`config.mk`:
```
export PLATFORM = sky130hd
export DESIGN_NAME = hilo_muldiv_unit
export DESIGN_NICKNAME = d
export VERILOG_FILES = /design/src/rtl/hilo_pkg.sv /design/src/rtl/seq_mul32_core.sv /design/src/rtl/hilo_muldiv_unit.sv
export SDC_FILE = /design/constraint.sdc
export NUM_CORES = 1
export LEC_CHECK = 0
export ABC_AREA = 1
export BUFFER_PORTS_ARGS = -buffer_cell sky130_fd_sc_hd__buf_2
export CORE_MARGIN = 1.5
export CORE_UTILIZATION = 51
export DETAILED_ROUTE_END_ITERATION = 6
export PLACE_DENSITY = 0.82
export SYNTH_ARGS = -nofsm -noshare
export SYNTH_HDL_FRONTEND = slang
export SYNTH_HIERARCHICAL = 1
export SYNTH_SLANG_ARGS = --single-unit
```
`constraint.sdc`:
```
create_clock -name Clk -period 4.7 [get_ports Clk]
set_clock_uncertainty 0.1 [all_clocks]
set_input_delay 0.705 -clock Clk [delete_from_list [all_inputs] [get_ports Clk]]
set_output_delay 0.705 -clock Clk [all_outputs]
set_load 0.05 [all_outputs]
```
`src/rtl/hilo_pkg.sv`:
```
// hilo_pkg: shared op/state encodings and iteration count for the Hi/Lo multiply unit.
`default_nettype none

package hilo_pkg;

    localparam int MUL_ITER = 32;
    localparam int OP_W     = 3;
    localparam int CNT_W    = $clog2(MUL_ITER);

    typedef enum logic [OP_W-1:0] {
        OP_NOP   = 3'd0,
        OP_MULT  = 3'd1,
        OP_MULTU = 3'd2,
        OP_MADD  = 3'd3,
        OP_MSUB  = 3'd4,
        OP_MTHI  = 3'd5,
        OP_MTLO  = 3'd6,
        OP_RSVD  = 3'd7
    } op_e;

    typedef enum logic [1:0] {
        S_IDLE = 2'd0,
        S_MUL  = 2'd1,
        S_FIN  = 2'd2
    } state_e;

endpackage

`default_nettype wire

```
`src/rtl/seq_mul32_core.sv`:
```
// seq_mul32_core: unsigned 32x32 shift-add multiplier, one partial product per step.
`default_nettype none

module seq_mul32_core
    import hilo_pkg::*;
(
    input  logic        clk,
    input  logic        rst_n,
    input  logic        load_i,
    input  logic        step_i,
    input  logic [31:0] mcand_i,
    input  logic [31:0] mplier_i,
    output logic [63:0] acc_o,
    output logic        last_o
);

    logic [63:0]      mcand_q;
    logic [31:0]      mplier_q;
    logic [63:0]      acc_q;
    logic [CNT_W-1:0] cnt_q;

    always_ff @(posedge clk or negedge rst_n) begin
        if (!rst_n) begin
            mcand_q  <= '0;
            mplier_q <= '0;
            acc_q    <= '0;
            cnt_q    <= '0;
        end else if (load_i) begin
            mcand_q  <= {32'd0, mcand_i};
            mplier_q <= mplier_i;
            acc_q    <= '0;
            cnt_q    <= '0;
        end else if (step_i) begin
            if (mplier_q[0]) begin
                acc_q <= acc_q + mcand_q;
            end
            mcand_q  <= mcand_q << 1;
            mplier_q <= mplier_q >> 1;
            cnt_q    <= cnt_q + 1'b1;
        end
    end

    assign acc_o  = acc_q;
    assign last_o = (cnt_q == CNT_W'(MUL_ITER - 1));

endmodule

`default_nettype wire

```
`src/rtl/hilo_muldiv_unit.sv`:
```
// hilo_muldiv_unit: architectural Hi/Lo registers with MULT/MULTU/MADD/MSUB/MTHI/MTLO.
`default_nettype none

module hilo_muldiv_unit
    import hilo_pkg::*;
(
    input  logic            Clk,
    input  logic            Reset,
    input  logic            Start,
    input  logic [OP_W-1:0] Op,
    input  logic [31:0]     A,
    input  logic [31:0]     B,
    output logic [63:0]     HiLo,
    output logic            Busy,
    output logic            Done
);

    state_e      state_q, state_d;
    op_e         op_q, op_d;
    logic        neg_q, neg_d;
    logic [63:0] hilo_q, hilo_d;
    logic        done_q;

    op_e         w_op;
    logic        w_signed;
    logic [31:0] w_mag_a, w_mag_b;
    logic        w_load, w_step, w_last;
    logic [63:0] w_acc, w_prod;

    assign w_op     = op_e'(Op);
    assign w_signed = (w_op != OP_MULTU);
    assign w_mag_a  = (w_signed && A[31]) ? (32'd0 - A) : A;
    assign w_mag_b  = (w_signed && B[31]) ? (32'd0 - B) : B;
    assign w_prod   = neg_q ? (64'd0 - w_acc) : w_acc;

    seq_mul32_core u_core (
        .clk      (Clk),
        .rst_n    (Reset),
        .load_i   (w_load),
        .step_i   (w_step),
        .mcand_i  (w_mag_a),
        .mplier_i (w_mag_b),
        .acc_o    (w_acc),
        .last_o   (w_last)
    );

    always_comb begin
        state_d = state_q;
        op_d    = op_q;
        neg_d   = neg_q;
        hilo_d  = hilo_q;
        w_load  = 1'b0;
        w_step  = 1'b0;
        case (state_q)
            S_IDLE: begin
                if (Start) begin
                    case (w_op)
                        OP_MTHI: hilo_d[63:32] = A;
                        OP_MTLO: hilo_d[31:0]  = A;
                        OP_MULT, OP_MULTU, OP_MADD, OP_MSUB: begin
                            w_load  = 1'b1;
                            op_d    = w_op;
                            neg_d   = w_signed & (A[31] ^ B[31]);
                            state_d = S_MUL;
                        end
                        default: ;
                    endcase
                end
            end
            S_MUL: begin
                w_step = 1'b1;
                if (w_last) begin
                    state_d = S_FIN;
                end
            end
            S_FIN: begin
                // Accumulate forms wrap modulo 2^64 with no overflow indication.
                case (op_q)
                    OP_MADD: hilo_d = hilo_q + w_prod;
                    OP_MSUB: hilo_d = hilo_q - w_prod;
                    default: hilo_d = w_prod;
                endcase
                state_d = S_IDLE;
            end
            default: state_d = S_IDLE;
        endcase
    end

    always_ff @(posedge Clk or negedge Reset) begin
        if (!Reset) begin
            state_q <= S_IDLE;
            op_q    <= OP_NOP;
            neg_q   <= 1'b0;
            hilo_q  <= '0;
            done_q  <= 1'b0;
        end else begin
            state_q <= state_d;
            op_q    <= op_d;
            neg_q   <= neg_d;
            hilo_q  <= hilo_d;
            done_q  <= (state_q == S_FIN);
        end
    end

    assign HiLo = hilo_q;
    assign Busy = (state_q != S_IDLE);
    assign Done = done_q;

endmodule

`default_nettype wire

```
==> results.yml, run 1 <==
outcome:
  status: "complete, but fails checks"
  violations: "negative hold slack, negative setup slack"
detailed_routing:
  antenna_left: 0
  wl_met2_um: 44500
  wirelength_um: 101000
  num_vias: 30500
  wl_met3_um: 8420
  wl_per_cell_um: 18.2
  wirelength_met1_um: 42800
  dr.pass1.iters: 6
  via_per_inst: 5.47
  initialDrtViolationCount: 3210
  routed.top_layer: "met4"
  drc: 0
yosys:
  synth-main-ff-cell: "dfrtp_1"
  synth_edf_count: 0
  syn_area_um2: 26400
  avgSynthCellArea_um2: 5.99
  seq_area_frac_synth: 0.224
  async_flop_share: 1.00
  synth_fp_nets: 4602
  ys_ff_latch: 236
  synthTopCellsByArea: "dfrtp_1, nand2_1, inv_1, nor2_1, ha_1"
  synth_top_area_cell: "dfrtp_1"
  ys_types: 58
  yosysWarnings: 6
  syn_inst: 4398
  yosys.area.top_type_share: 0.224
flow_run:
  cap_violations: 0
global_route:
  grt_pass1_wl_um: 152000
  grt_antenna_before_repair: 0
  grt_pass1_vias: 27900
  grt.overflow.total: 0
  grt_usage: 0.366
  grt_max_degree: 123
critical_path:
  end_kind: "flop"
  cpPeakStageDelay_ns: 0.50
  critPathRequiredTime_ns: 5.13
  cp.arrival_ns: 5.23
  critPathMaxFanout: 42
  startpoint_type: "flop"
  cpMaxStageDelayCell: "dfrtp_2"
  worstSetupPathType: "reg -> reg"
timing:
  fmax_ghz: 0.208
  tns_ns: -0.372
  whs_ns: -0.0125
  hold_viol: 4
  relSlewSlack: 0.244
  worst_pin_slew_ns: 1.13
  rsz0062_at_grt: "yes"
  slew_viol_final: 0
  finalCritPeriodShare: 1.02
  fin_ws_ns: -0.106
  finalSetupViolations: 6
  finalCriticalPeriod_ns: 4.81
cts:
  clkTransAtPathRegs_ns: 0.08
  cts_tree: "yes"
  clock-sinks: 236
  insertion_delay_ns: 0.60
  numCtsBuffers: 29
  cts-root-buf: "clkbuf_16"
  htree_levels: 1
  cts_max_path_buffers: 3
placement:
  gp_congestion: 1.04
  port_buffers: 135
  placed_area_um2: 30300
  hpwlAfterDp_um: 80100
die:
  die-area_um2: 53100
  initial_core_util: 0.515
  die_h_um: 230
  ios: 136
  core_area_um2: 51200
  die_w_um: 230
  rows: 83
cells_and_area:
  drive_gt1_frac: 0.213
  nNetsFinal: 5076
  n_antenna_cell: 0
  final_area_um2: 32800
  syn_to_final_growth_pct: 24.5
worst_hold_path:
  hp-class: "in -> async"
-- worst paths after layout --
path	startpoint	end	slack, ns	cells after the start
worst max-delay path	neg_q	HiLo[61]	-0.11	26
worst min-delay path	Reset	u_core/mcand_q[4]	-0.01	1
worst max register to register	neg_q	HiLo[61]	-0.11	26
worst min register to register	u_core/mcand_q[63]	u_core/mcand_q[63]	0.41	2
max in group asynchronous	Reset	u_core/mplier_q[18]	3.41	2
min in group Clk	Op[2]	op_q[2]	0.31	3
-- through the flow --
step	hold slack [ns]	utilization	cells	setup WS, ns
floorplan	0.309	-	4398	0.249
finish	-0.0125	0.641	5571	-0.106
global route	0.0304	0.641	5571	-0.469
CTS	0.0152	0.613	5532	0.00403
detailed placement	0.393	0.591	5480	-0.363
global placement	0.388	0.591	5480	-0.270
-- registers in the layout, indices dropped and copies added, names as in the netlist --
register	flops
u_core/acc_o	64
Done	1
op_q	3
u_core/mplier_q	32
state_q	2
u_core/cnt_q	5
HiLo	64
u_core/mcand_q	64
neg_q	1
-- cell usage in the layout (no fill, tap or decap), drive strengths merged, types with 3 or more instances in the layout --
master       n
inv        735
o31ai        8
o22ai       11
o211ai      26
nor2       549
a22oi        6
xor2       102
a21boi       5
o41ai        3
nand3b      16
o21bai      23
nand2     1407
o21a         8
clkbuf      37
nand3      253
dfrtp      236
a31oi       53
nand4       54
nor4        20
a21o        16
o21ai      212
nor3        60
xnor2       53
ha         132
clkinv      10
clkinvlp     6
a21oi      224
or2         19
buf        541
a22o         3
o221ai      53
-- critical path: cells and delay by family (launching register included) --
| family | cells | cell delay (ns) |
|---|---|---|
| fa+ha+maj | 1 | 0.38 |
| xor+xnor | 1 | 0.08 |
| compound gates | 6 | 0.86 |
| simple gates | 12 | 1.66 |
| buf+inv | 6 | 1.12 |
| flops | 1 | 0.50 |
-- cells in the mapped netlist, types with 4 or more instances --
cell	instances
inv_1	713
o31ai_1	8
o21a_1	8
nor2_2	29
nor2_4	16
nor2_1	500
o21ai_2	4
nand3_1	233
dfrtp_1	236
nand2_2	51
ha_1	132
a31oi_1	53
nor3_1	52
o221ai_1	53
nor4_1	17
buf_4	5
nand2_1	1344
a22oi_1	6
nand3b_1	12
buf_1	6
xor2_1	102
o22ai_1	11
inv_2	21
buf_2	19
nand2_4	11
nand3_2	18
a21boi_0	5
nor3_2	6
a21oi_1	223
o21bai_1	23
buf_6	4
a21o_1	16
o211ai_1	26
nand4_1	54
clkbuf_1	65
xnor2_1	53
o21ai_1	19
nor2_8	4
or2_2	18
o21ai_0	187
-- layout make-up --
type	instances	area (um2)
Fill cell	4789	18400
Multi-Input combinational cell	3326	18600
Sequential cell	236	5920
Clock inverter	13	91.3
Tap cell	680	851
Inverter	738	2770
Timing Repair Buffer	541	3790
Clock buffer	37	816
-- what timing repair did --
item | CTS | global route
pin swaps | 7 | 99
endpoints found under the setup margin | 21 | 40
gates cloned | 0 | 1
endpoints found under the hold margin | 0 | 0
hold buffers | 0 | 0
setup buffers | 2 | 38
gates resized for setup | 42 | 310
-- cells by family (layout without fill, tap and decap cells) --
logic type / after synthesis / after routing / share of synthesized area
and+or+nand+nor: 2378 / 2379 / 0.391
buffers and inverters: 837 / 1329 / 0.122
DFF: 236 / 236 / 0.224
AOI/OAI and AO/OA: 658 / 658 / 0.148
adders and majority gates: 134 / 134 / 0.0642
xor gates and xnor gates: 155 / 155 / 0.0515
-- layer usage --
metal / GRT usage / vias to the layer above
met1: 0.497 / 13900
met4: 0.170 / 0
li1: - / 15000
met3: 0.0462 / 228
met5: 0 / -
met2: 0.579 / 1362
Power of run 1 is not shown: default switching activity piles up to over one toggle a cycle in this logic, so the estimate is an artifact.
==> run 2, diff against run 1 <==
CORE_UTILIZATION = 25   (was 51)
PLACE_DENSITY = 0.52   (was 0.82)
==> run 2 against run 1 <==
  * The flow finishes with violations (negative setup slack)
  * Register-to-register slack worse by 0.06 ns
  * Via count down 0.83%
  * Fmax is 1.2% lower
  * Non-clock buffer count is 191 higher
  * First-iteration DRC count down 32%
  * Highest routed layer unchanged
  * Routed wire length grew 13%
  * Design area is 11% higher
  * Die area grew 100%
  * Sequential share of layout area shrank 1.7 points
  * Critical path depth up 9
==> results.yml, run 2 (synthesis results as in run 1) <==
timing:
  finalCriticalPeriod_ns: 4.86
  whs_ns: 0.0384
  worst_pin_slew_ns: 1.19
  finalSetupViolations: 9
  fin_ws_ns: -0.163
  rsz0062_at_grt: "yes"
  fmax_ghz: 0.206
  slew_viol_final: 0
  hold_viol: 0
  finalCritPeriodShare: 1.03
  relSlewSlack: 0.205
cells_and_area:
  final_common_cell: "nand2_1"
  drive_gt1_frac: 0.272
  nNetsFinal: 5266
  stdcell_count: 6465
  fillers: 11400
  ff_latch_area_um2: 5910
  post-route-util: 0.349
  syn_to_final_growth_pct: 37.7
  mostFrequentLayoutCells: "nand2_1, inv_1, buf_4"
  multiInputGateArea_um2: 19500
die:
  initial_core_util: 0.253
  die_h_um: 328
  die_w_um: 328
  core_area_um2: 104000
  ios: 136
  rows: 118
  die-area_um2: 107000
placement:
  gp_congestion: 0.989
  dp.cells: 6328
  port_buffers: 135
  pre_cts_ws_ns: -0.658
  hpwlAfterDp_um: 94000
cts:
  cts-root-buf: "clkbuf_16"
  insertion_delay_ns: 0.60
  cts_hold_buffers: 0
  numCtsBuffers: 29
  cts_tree: "yes"
  htree_levels: 1
  clkTransAtPathRegs_ns: 0.06
  clock-sinks: 236
  cts_max_path_buffers: 3
detailed_routing:
  wirelength_um: 114000
  num_vias: 30200
  antenna_left: 0
  dr.pass1.iters: 6
  via_per_inst: 4.67
  drc: 0
  wl_per_cell_um: 17.7
  initialDrtViolationCount: 2187
global_route:
  grt_pass1_wl_um: 171000
  grt_pass1_vias: 28900
  grt_max_degree: 91
  grt_usage: 0.206
  grt.overflow.total: 0
  grt_antenna_before_repair: 0
critical_path:
  crit_top_cell: "nand2_2"
  worstSetupPathType: "reg -> reg"
  cpMaxStageDelayCell: "dfrtp_1"
  cpPeakStageDelay_ns: 0.38
  critPathRequiredTime_ns: 5.13
  end_kind: "flop"
  startpoint_type: "flop"
  cp.arrival_ns: 5.29
  critPathMaxFanout: 3
outcome:
  status: "complete, but fails checks"
  violations: "negative setup slack"
flow_run:
  cap_violations: 0
worst_hold_path:
  hp-class: "in -> async"
[run 2: changes by cell type in the layout (fill, tap and decap cells not counted), moves of 21 or more]
cell     previous run  this run
o21ai_0           148       122
buf_4             397       551
buf_6               6        35
a21oi_1           196       175
nor2_1            438       416
nand2_1          1295      1269
nor2_4             29        53
[run 2: area by class of cell]
cell class,count,share of cell area
diodes,1,0.0000689
clock buffers,41,0.0226
clock inverters,12,0.00348
inverters,738,0.0765
multi-input cells,3325,0.537
flip-flops and latches,236,0.163
well taps,1380,0.0476
repair buffers,732,0.150
[run 2: worst paths after layout]
check	startpoint	to	slack, ns	depth (start not counted)
min reg2reg	u_core/mplier_q[24]	u_core/mplier_q[24]	0.41	2
min in group Clk	Op[2]	op_q[2]	0.28	3
max	u_core/acc_o[1]	HiLo[61]	-0.16	35
max reg2reg	u_core/acc_o[1]	HiLo[61]	-0.16	35
min	Reset	u_core/mplier_q[9]	0.04	1
max in group asynchronous	Reset	u_core/acc_o[4]	3.48	2
[run 2: through the flow]
| stage | TNS, ns | cell area [um2] |
|---|---|---|
| 5_1_grt | -7.14 | 36300 |
| 6_report | -0.590 | 36300 |
| 4_1_cts | -0.392 | 34200 |
| 2_1_floorplan | 0 | 26400 |
| 3_5_place_dp | -7.59 | 32400 |
| 3_3_place_gp | -7.24 | 32400 |
[run 2: what timing repair did]
action	in CTS	in global routing
buffers inserted	29	56
pin swaps	83	195
endpoints found under the hold margin	0	0
setup endpoints to repair	31	43
resized for setup	169	452
[run 2: metal layers]
metal / part of all wire / routed length, um / vias up / global-route usage
met3: 0.041 / 4650 / 149 / 0.0136
li1: - / - / 15400 / -
met2: 0.47 / 54100 / 673 / 0.351
met5: 0 / 0 / - / 0
met1: 0.45 / 51100 / 14000 / 0.270
met4: 0.040 / 4590 / 0 / 0.0809
[run 2: critical path: cells and delay by family (launching register included)]
family / cells / cell delay [ns]
and+or+nand+nor: 20 / 2.41
AOI/OAI and AO/OA: 6 / 0.73
buffers and inverters: 7 / 0.70
adders and majority gates: 2 / 0.45
DFF: 1 / 0.38
Power of run 2 is left out for the same reason.
